**src/rtl/midi_note_gate.sv**
```systemverilog
// Monophonic MIDI channel-voice parser driving an envelope gate.
// Last-note priority, running status, transparent real-time bytes.
module midi_note_gate #(
    parameter int CHANNEL = 0,
    parameter bit OMNI    = 1'b0
) (
    input  logic       clk,
    input  logic       reset,
    input  logic [7:0] rx_data,
    input  logic       rx_valid,
    output logic       gate,
    output logic [6:0] note,
    output logic [6:0] velocity,
    output logic       trigger
);

    typedef enum logic [1:0] {
        IDLE    = 2'd0,
        WAIT_D1 = 2'd1,
        WAIT_D2 = 2'd2
    } state_t;

    localparam logic [3:0] CHAN_NIB = 4'(CHANNEL);

    state_t     state_r;
    logic [7:0] status_r;
    logic [6:0] d1_r;

    logic       is_sys_s;
    logic       is_stat_s;
    logic       is_data_s;
    logic [3:0] msg_type_s;
    logic       one_byte_s;
    logic       chan_match_s;
    logic       complete_s;
    logic [6:0] msg_d1_s;
    logic [6:0] msg_d2_s;
    logic       note_on_s;
    logic       note_off_s;
    logic       all_off_s;

    // Classify the incoming byte; real-time bytes fall through all classes.
    always_comb begin
        is_sys_s  = 1'b0;
        is_stat_s = 1'b0;
        is_data_s = 1'b0;
        if (rx_valid) begin
            if (rx_data[7:3] == 5'b11110) begin
                is_sys_s = 1'b1;
            end else if (rx_data[7] && (rx_data[7:4] != 4'hF)) begin
                is_stat_s = 1'b1;
            end else if (!rx_data[7]) begin
                is_data_s = 1'b1;
            end else begin
                is_data_s = 1'b0;
            end
        end else begin
            is_data_s = 1'b0;
        end
    end

    // Detect a completed message and decode the action it requests.
    always_comb begin
        msg_type_s   = status_r[7:4];
        one_byte_s   = (msg_type_s == 4'hC) || (msg_type_s == 4'hD);
        chan_match_s = OMNI || (status_r[3:0] == CHAN_NIB);
        complete_s   = 1'b0;
        msg_d1_s     = 7'd0;
        msg_d2_s     = 7'd0;
        note_on_s    = 1'b0;
        note_off_s   = 1'b0;
        all_off_s    = 1'b0;

        case (state_r)
            IDLE: begin
                complete_s = 1'b0;
            end
            WAIT_D1: begin
                complete_s = is_data_s && one_byte_s;
                msg_d1_s   = rx_data[6:0];
            end
            WAIT_D2: begin
                complete_s = is_data_s;
                msg_d1_s   = d1_r;
                msg_d2_s   = rx_data[6:0];
            end
            default: begin
                complete_s = 1'b0;
            end
        endcase

        if (complete_s && chan_match_s) begin
            case (msg_type_s)
                4'h9: begin
                    if (msg_d2_s != 7'd0) begin
                        note_on_s = 1'b1;
                    end else begin
                        note_off_s = 1'b1;
                    end
                end
                4'h8: begin
                    note_off_s = 1'b1;
                end
                4'hB: begin
                    if ((msg_d1_s == 7'd120) || (msg_d1_s == 7'd123)) begin
                        all_off_s = 1'b1;
                    end else begin
                        all_off_s = 1'b0;
                    end
                end
                default: begin
                    note_on_s = 1'b0;
                end
            endcase
        end else begin
            note_on_s = 1'b0;
        end
    end

    // Parser FSM with registered voice outputs.
    always_ff @(posedge clk or negedge reset) begin
        if (!reset) begin
            state_r  <= IDLE;
            status_r <= 8'h00;
            d1_r     <= 7'd0;
            gate     <= 1'b0;
            note     <= 7'd0;
            velocity <= 7'd0;
            trigger  <= 1'b0;
        end else begin
            trigger <= 1'b0;

            if (is_sys_s) begin
                state_r  <= IDLE;
                status_r <= 8'h00;
            end else if (is_stat_s) begin
                state_r  <= WAIT_D1;
                status_r <= rx_data;
            end else if (is_data_s) begin
                case (state_r)
                    IDLE: begin
                        state_r <= IDLE;
                    end
                    WAIT_D1: begin
                        d1_r    <= rx_data[6:0];
                        state_r <= one_byte_s ? WAIT_D1 : WAIT_D2;
                    end
                    WAIT_D2: begin
                        state_r <= WAIT_D1;
                    end
                    default: begin
                        state_r <= IDLE;
                    end
                endcase
            end

            // Without a note stack only the most recent note may close the gate.
            if (note_on_s) begin
                gate     <= 1'b1;
                note     <= msg_d1_s;
                velocity <= msg_d2_s;
                trigger  <= 1'b1;
            end else if (note_off_s && gate && (msg_d1_s == note)) begin
                gate <= 1'b0;
            end else if (all_off_s) begin
                gate <= 1'b0;
            end
        end
    end

endmodule

```
**config.mk**
```make
export PLATFORM = sky130hd
export DESIGN_NAME = midi_note_gate
export DESIGN_NICKNAME = d
export VERILOG_FILES = /design/src/rtl/midi_note_gate.sv
export SDC_FILE = /design/constraint.sdc
export NUM_CORES = 1
export LEC_CHECK = 0
export CORE_ASPECT_RATIO = 0.7
export CORE_MARGIN = 3
export CORE_UTILIZATION = 40
export CTS_CLUSTER_SIZE = 8
export DETAILED_ROUTE_END_ITERATION = 16
export PLACE_DENSITY = 0.65
export SYNTH_ARGS = -nofsm -noshare
export SYNTH_HDL_FRONTEND = slang
export SYNTH_SLANG_ARGS = --single-unit
```
**constraint.sdc**
```tcl
create_clock -name clk -period 1.9 [get_ports clk]
set_input_delay 0.19 -clock clk [delete_from_list [all_inputs] [get_ports clk]]
set_output_delay 0.19 -clock clk [all_outputs]
set_load 0.01 [all_outputs]
```
# Word-level counts from Yosys, hierarchy flattened
# Cells that the tools add are included.
[totals]
regBits = 33
in_bits = 11
out_inout_bits = 16
wordCells = 66
[classes]
eq_ne = 12
n_mux = 32
bitwise_logic = 2
n_reduce_logical = 13
[op_table]
columns = ["cell", "count"]
rows = [
  ["2-to-1 mux 1 bit", 21],
  ["== test 4 bit (second input constant)", 5],
  ["2-to-1 mux 8 bit", 2],
  ["== test 7 bit (second input constant)", 2],
  ["case mux 7 bit (2 select lines)", 1],
  ["2-to-1 mux 2 bit", 4],
  ["== test 7 bit", 1],
  ["2-to-1 mux 7 bit", 1],
  ["nonzero test 7 bit", 1],
  ["nonzero test 3 bit", 2],
  ["== test 5 bit (second input constant)", 1],
  ["logical AND 1 bit", 5],
  ["zero test 4 bit", 1],
  ["inequality test 4 bit (second input constant)", 1],
  ["case mux 1 bit (2 select lines)", 2],
  ["case mux 2 bit (2 select lines)", 1],
  ["AND reduction 4 bit", 1],
  ["== test 2 x 1 -> 1 bit (second input constant)", 1],
  ["== test 2 bit (second input constant)", 1],
  ["logical OR 1 bit", 2],
  ["NOT 1 bit", 2],
  ["nonzero test 2 bit", 1],
]

# Depth between registers and ports, before layout
[depth]
word_depth = 13
mapped_depth = 9
depth_no_buf = 7

# Worst setup path before layout
# Ideal clock, no wire load.
[synth_path]
path_type = "register -> register"
start = "register state_r[0]"
end = "register note[0]"
setup_time_ns = 0.141
arrival_time_ns = 1.688
required_ns = 1.759
path_slack_ns = 0.071
path_stages_with_launch = 9
n_path_buf = 2
synth_period_minus_slack_ns = 1.829
path_cell_list = "dfrtp_1 -> inv_1 -> ha_1 -> clkbuf_1 -> o21bai_1 -> or3_4 -> buf_4 -> nand2_1 -> o31ai_2"
[synth_via]
elab_chain_cells = 6
elab_cells_between_ends = 10
cone_classes = "eq/ne: 2; mux: 6; reduce/logical: 2"
[synth_lines]
columns = ["item", "line_no", "text"]
rows = [
  ["start, declared", "25", "state_t state_r;"],
  ["start signal, assigned", "146", "state_r <= one_byte_s ? WAIT_D1 : WAIT_D2;"],
  ["== test 2 bit", "74", "case (state_r)"],
  ["2-to-1 mux 7 bit", "74", ""],
  ["nonzero test 7 bit", "95", "if (msg_d2_s != 7'd0) begin"],
  ["2-to-1 mux 1 bit", "95", ""],
  ["2-to-1 mux 1 bit", "93", "case (msg_type_s)"],
  ["2-to-1 mux 1 bit", "92", "if (complete_s && chan_match_s) begin"],
  ["end signal, assigned", "160", "note <= msg_d1_s;"],
  ["end, declared", "12", "output logic [6:0] note,"],
]
# Parallel ways exist; a longest one is shown, timed or not.
# A chain may end at the register's enable or synchronous reset.

# Worst setup path in the final report
[layout_path]
start = "register state_r[1]"
end = "register gate"
[layout_via]
elab_chain_cells = 10
elab_cells_between_ends = 25
cone_classes = "eq/ne: 5; mux: 14; reduce/logical: 6"
[layout_lines]
columns = ["item", "line_no", "text"]
rows = [
  ["== test 2 bit", "74", ""],
  ["2-to-1 mux 7 bit", "74", ""],
  ["nonzero test 7 bit", "95", ""],
  ["2-to-1 mux 1 bit", "95", ""],
  ["case mux 1 bit (2 select lines)", "93", ""],
  ["2-to-1 mux 1 bit", "92", ""],
  ["logical AND 1 bit (2 in series)", "163", "end else if (note_off_s && gate && (msg_d1_s == note)) begin"],
  ["2-to-1 mux 1 bit", "163", ""],
  ["2-to-1 mux 1 bit", "158", "if (note_on_s) begin"],
  ["end signal, assigned", "159", "gate <= 1'b1;"],
  ["end signal, assigned", "164", "gate <= 1'b0;"],
  ["end signal, assigned", "166", "gate <= 1'b0;"],
  ["end, declared", "11", "output logic gate,"],
]
# Parallel ways exist; a longest one is shown, timed or not.

==> results list <==
- Result of the run: finished, final reports clean
* Number of nets with antenna violations after routing: 0
- Area growth from synthesis to layout: 40.1%
* Final design utilization: 0.618
* Peak supply drop: 0.618 mV
- Summed over all nets, the half-perimeter wirelength after detailed placement is 2.92 mm.
- DIE WIDTH: 82.8 um
- The clock drives 33 sinks.
- At the placement stage, the worst setup path has a slack of -0.227 ns.
- The longest clock path from root to sink contains 2 buffers.
- Layout cells sized above 1: 0.306
* Area of the core: 3740 um2
* Final Routed Wirelength: 4.24 mm
- By count the netlist is led by 33 x sky130_fd_sc_hd__dfrtp_1, 23 x sky130_fd_sc_hd__nand2_1, 14 x sky130_fd_sc_hd__o21ai_0.
- At the end of routability-driven placement, the weighted congestion stood at 0.900.
- The path class of the tightest hold or removal check is input pin to asynchronous set/reset pin.
- Setup TNS Final: 0 ns
* CTS tree: done
- Count of different cell masters after synthesis: 34
* Hold_buf cts: 0
* Max-slew violations: 0
* Leak pwr: 0.958 nW
- Layout filler cell count: 311
- The slowest stage of the critical path belongs to the cell sky130_fd_sc_hd__dfrtp_1.
- The worst setup path is of the flop to flop kind.
* Clk Latency, worst-skew pair: 0.29 ns
* Starting density of the core: 0.441
* Type of element launching the critical path: flop
* Number of buffers and inverters on the critical path: 2
- Summed over all instances, the cell type with the most area after synthesis is sky130_fd_sc_hd__dfrtp_1.
- The clock arrives with 0.00477 ns of skew.
* Maximum number of pins on one net before global-route repair: 34
- For the worst flop-to-flop path, the logic depth is 7.
* Number of synthesized flops with an enable pin: 0
- Grouping stages by cell kind, the critical path spends the most delay in simple AND/OR/NAND/NOR gates.
- In this run the clock root is driven by a sky130_fd_sc_hd__clkbuf_8.
* Syn Area/Cell: 10.3 um2
- Biggest area contributors in the synthesized netlist: sky130_fd_sc_hd__dfrtp_1 50%, sky130_fd_sc_hd__o31ai_2 5.3%, sky130_fd_sc_hd__nand2_1 5.2%
- Detailed-router iteration count before antenna repair: 4
- Worst Path Max Fanout: 25
- Synth Register Bits: 33
* Clock buffers created by TritonCTS: 5
- The most critical setup path has its startpoint at state_r[1]$_DFFE_PN0P_.
* Setup violations, final: 0
- Data arrival time of the worst path: 2.02 ns
* Std-Cell Rows: 18
* Total design power: 1.96 mW
- Across every metal layer, demand over resource in global routing totals 0.182.
- Htree depth: 2
- Across the run, the number of max-cap violations was 0.
- Dividing the final minimum period by the clock period gives 0.973.
- Number of ports placed on the die boundary: 27
* Logic depth of the worst setup path including buffers: 7
- Synth warnings: 0
* Worst Max-Slew Pin Slew: 0.419 ns
- The first routing iteration left 53 violations.
- Per-cell routed wire length: 15.9 um
- Worst slew slack as a fraction of its limit: 0.721
* Netlist Area Pre-Place: 1650 um2
* Setup slack of the most critical reg-to-reg path: 0.05 ns
- Cells after Synth: 161
- The cell that appears most often on the critical path is sky130_fd_sc_hd__buf_4.
* Die Height: 59.7 um
* Wire length of the first global-routing pass: 6.58 mm
- For this run, the leading register cell type out of synthesis is sky130_fd_sc_hd__dfrtp_1.
- Of all flip-flops after synthesis, the portion carrying an async set or reset was 1.00.
* Data required time of the critical path: 2.07 ns
- Net count after synthesis: 174
- Clock-pin slew was measured on the worst setup and hold paths at 0.07 ns.
- In this design, the stage delay of the slowest critical-path cell is 0.38 ns.
* Congestion Overflow GR: 0
- For this block, the via count after detailed routing is 1457.
* DR vias/cell: 5.48
- The final count of hold timing violations is 0.
- The number of antenna diodes in the final layout is 0.
* CP Cell Sequence: buf_4 -> ha_4 -> buf_4 -> or3_1 -> nand4_1 -> nor4_1 -> o211ai_1
* Upper clock frequency limit: 0.541 GHz
- The number of global-route vias before repair was 1383.
- Most frequent cell after synthesis: sky130_fd_sc_hd__dfrtp_1
* Initial antenna violation count: 0
* Fin nets: 228
* Fraction of the yosys area taken by sequential cells: 0.500
* Power density over the cells: 847 nW/um2
* Time the worst path needs with I/O delays and setup: 1.85 ns
- Worst Setup Slack, final: 0.0515 ns
- In this run the critical register-to-register path is captured at gate$_DFFE_PN0P_.
* RSZ-0062 raised after global routing: true
* Beginning of the worst register-to-register path: state_r[1]$_DFFE_PN0P_
* Crit end category: flop
- DRC Markers: 0
- Port Buf Inserts: 26
* Area fraction of the dominant cell type after synthesis: 0.500
* Die area: 4940 um2
==> power by group <==
group,switching (mW),total [mW],internal [mW],leakage [nW]
sequential,0.0630,0.855,0.792,0.420
clock,0.270,0.523,0.252,0.0439
combinational,0.292,0.581,0.289,0.494
==> stage by stage <==
step | hold WS [ns] | cell area, um2 | instances
final | 0.303 | 2310 | 266
after global routing | 0.332 | 2310 | 266
after CTS | 0.320 | 2230 | 262
after detailed placement | 0.478 | 2120 | 254
after global placement | 0.463 | 2120 | 254
after floorplan | -0.106 | 1650 | 161
==> state kept, by name (all words and copies together), names as in the netlist <==
signal    cells
status_r      8
d1_r          7
note          7
velocity      7
state_r       2
gate          1
trigger       1
==> logic make-up after synthesis <==
kind of cell	Yosys count	synth area share
AOI/OAI and AO/OA	41	0.192
adders and majority gates	2	0.0152
buffers and inverters	13	0.0424
DFF	33	0.500
muxes	10	0.0660
and+or+nand+nor	62	0.184
==> per-layer routing <==
metal  up-vias  share of wire  GRT usage
met3         8          0.071     0.0497
met1       704           0.45      0.251
li1        697              -          -
met2        48           0.46      0.268
met5         -              0          0
met4         0          0.012     0.0793
==> layout make-up <==
type	count	area (um2)	share of cell area
Inverter	3	11.3	0.00487
Clock buffer	5	68.8	0.0298
Timing Repair Buffer	55	478	0.207
Clock inverter	3	17.5	0.00758
Sequential cell	33	826	0.357
Multi-Input combinational cell	117	848	0.367
Tap cell	50	62.6	0.0271
==> worst max-delay path by stage <==
stage	endpoint	slack [ns]
2_1_floorplan	note[0]$_DFFE_PN0P_	0.07
3_3_place_gp	gate$_DFFE_PN0P_	-0.09
3_5_place_dp	gate$_DFFE_PN0P_	-0.23
4_1_cts	gate$_DFFE_PN0P_	0.0002
5_1_grt	gate$_DFFE_PN0P_	-0.06
6_report	gate$_DFFE_PN0P_	0.05
==> cell usage in the layout (no fill, tap or decap), types with 2 or more instances in the layout <==
cell type,instances
sky130_fd_sc_hd__dfrtp_1,33
sky130_fd_sc_hd__buf_4,29
sky130_fd_sc_hd__clkdlybuf4s50_1,26
sky130_fd_sc_hd__nand2_1,23
sky130_fd_sc_hd__o21ai_0,13
sky130_fd_sc_hd__nor2_1,10
sky130_fd_sc_hd__or3_1,8
sky130_fd_sc_hd__mux2_2,7
sky130_fd_sc_hd__nor3_1,6
sky130_fd_sc_hd__a22oi_2,6
sky130_fd_sc_hd__o31ai_2,6
sky130_fd_sc_hd__clkbuf_8,5
sky130_fd_sc_hd__nand3_1,4
sky130_fd_sc_hd__inv_1,3
sky130_fd_sc_hd__nor2b_1,3
sky130_fd_sc_hd__or3_4,3
sky130_fd_sc_hd__a22o_1,3
sky130_fd_sc_hd__mux2i_1,3
sky130_fd_sc_hd__nand4_1,3
sky130_fd_sc_hd__o21ai_1,2
sky130_fd_sc_hd__a21o_1,2
sky130_fd_sc_hd__o211ai_1,2
sky130_fd_sc_hd__a211oi_1,2
sky130_fd_sc_hd__clkinv_2,2
==> timing repair <==
item / 4_1_cts / 5_1_grt
pin swaps: 1 / 2
resized for setup: 6 / 10
setup buffers: 0 / 2
endpoints found under the setup margin: 15 / 15
cloned: 0 / 2
endpoints found under the hold margin: 0 / 0
Power figures use the tool's default switching activity.
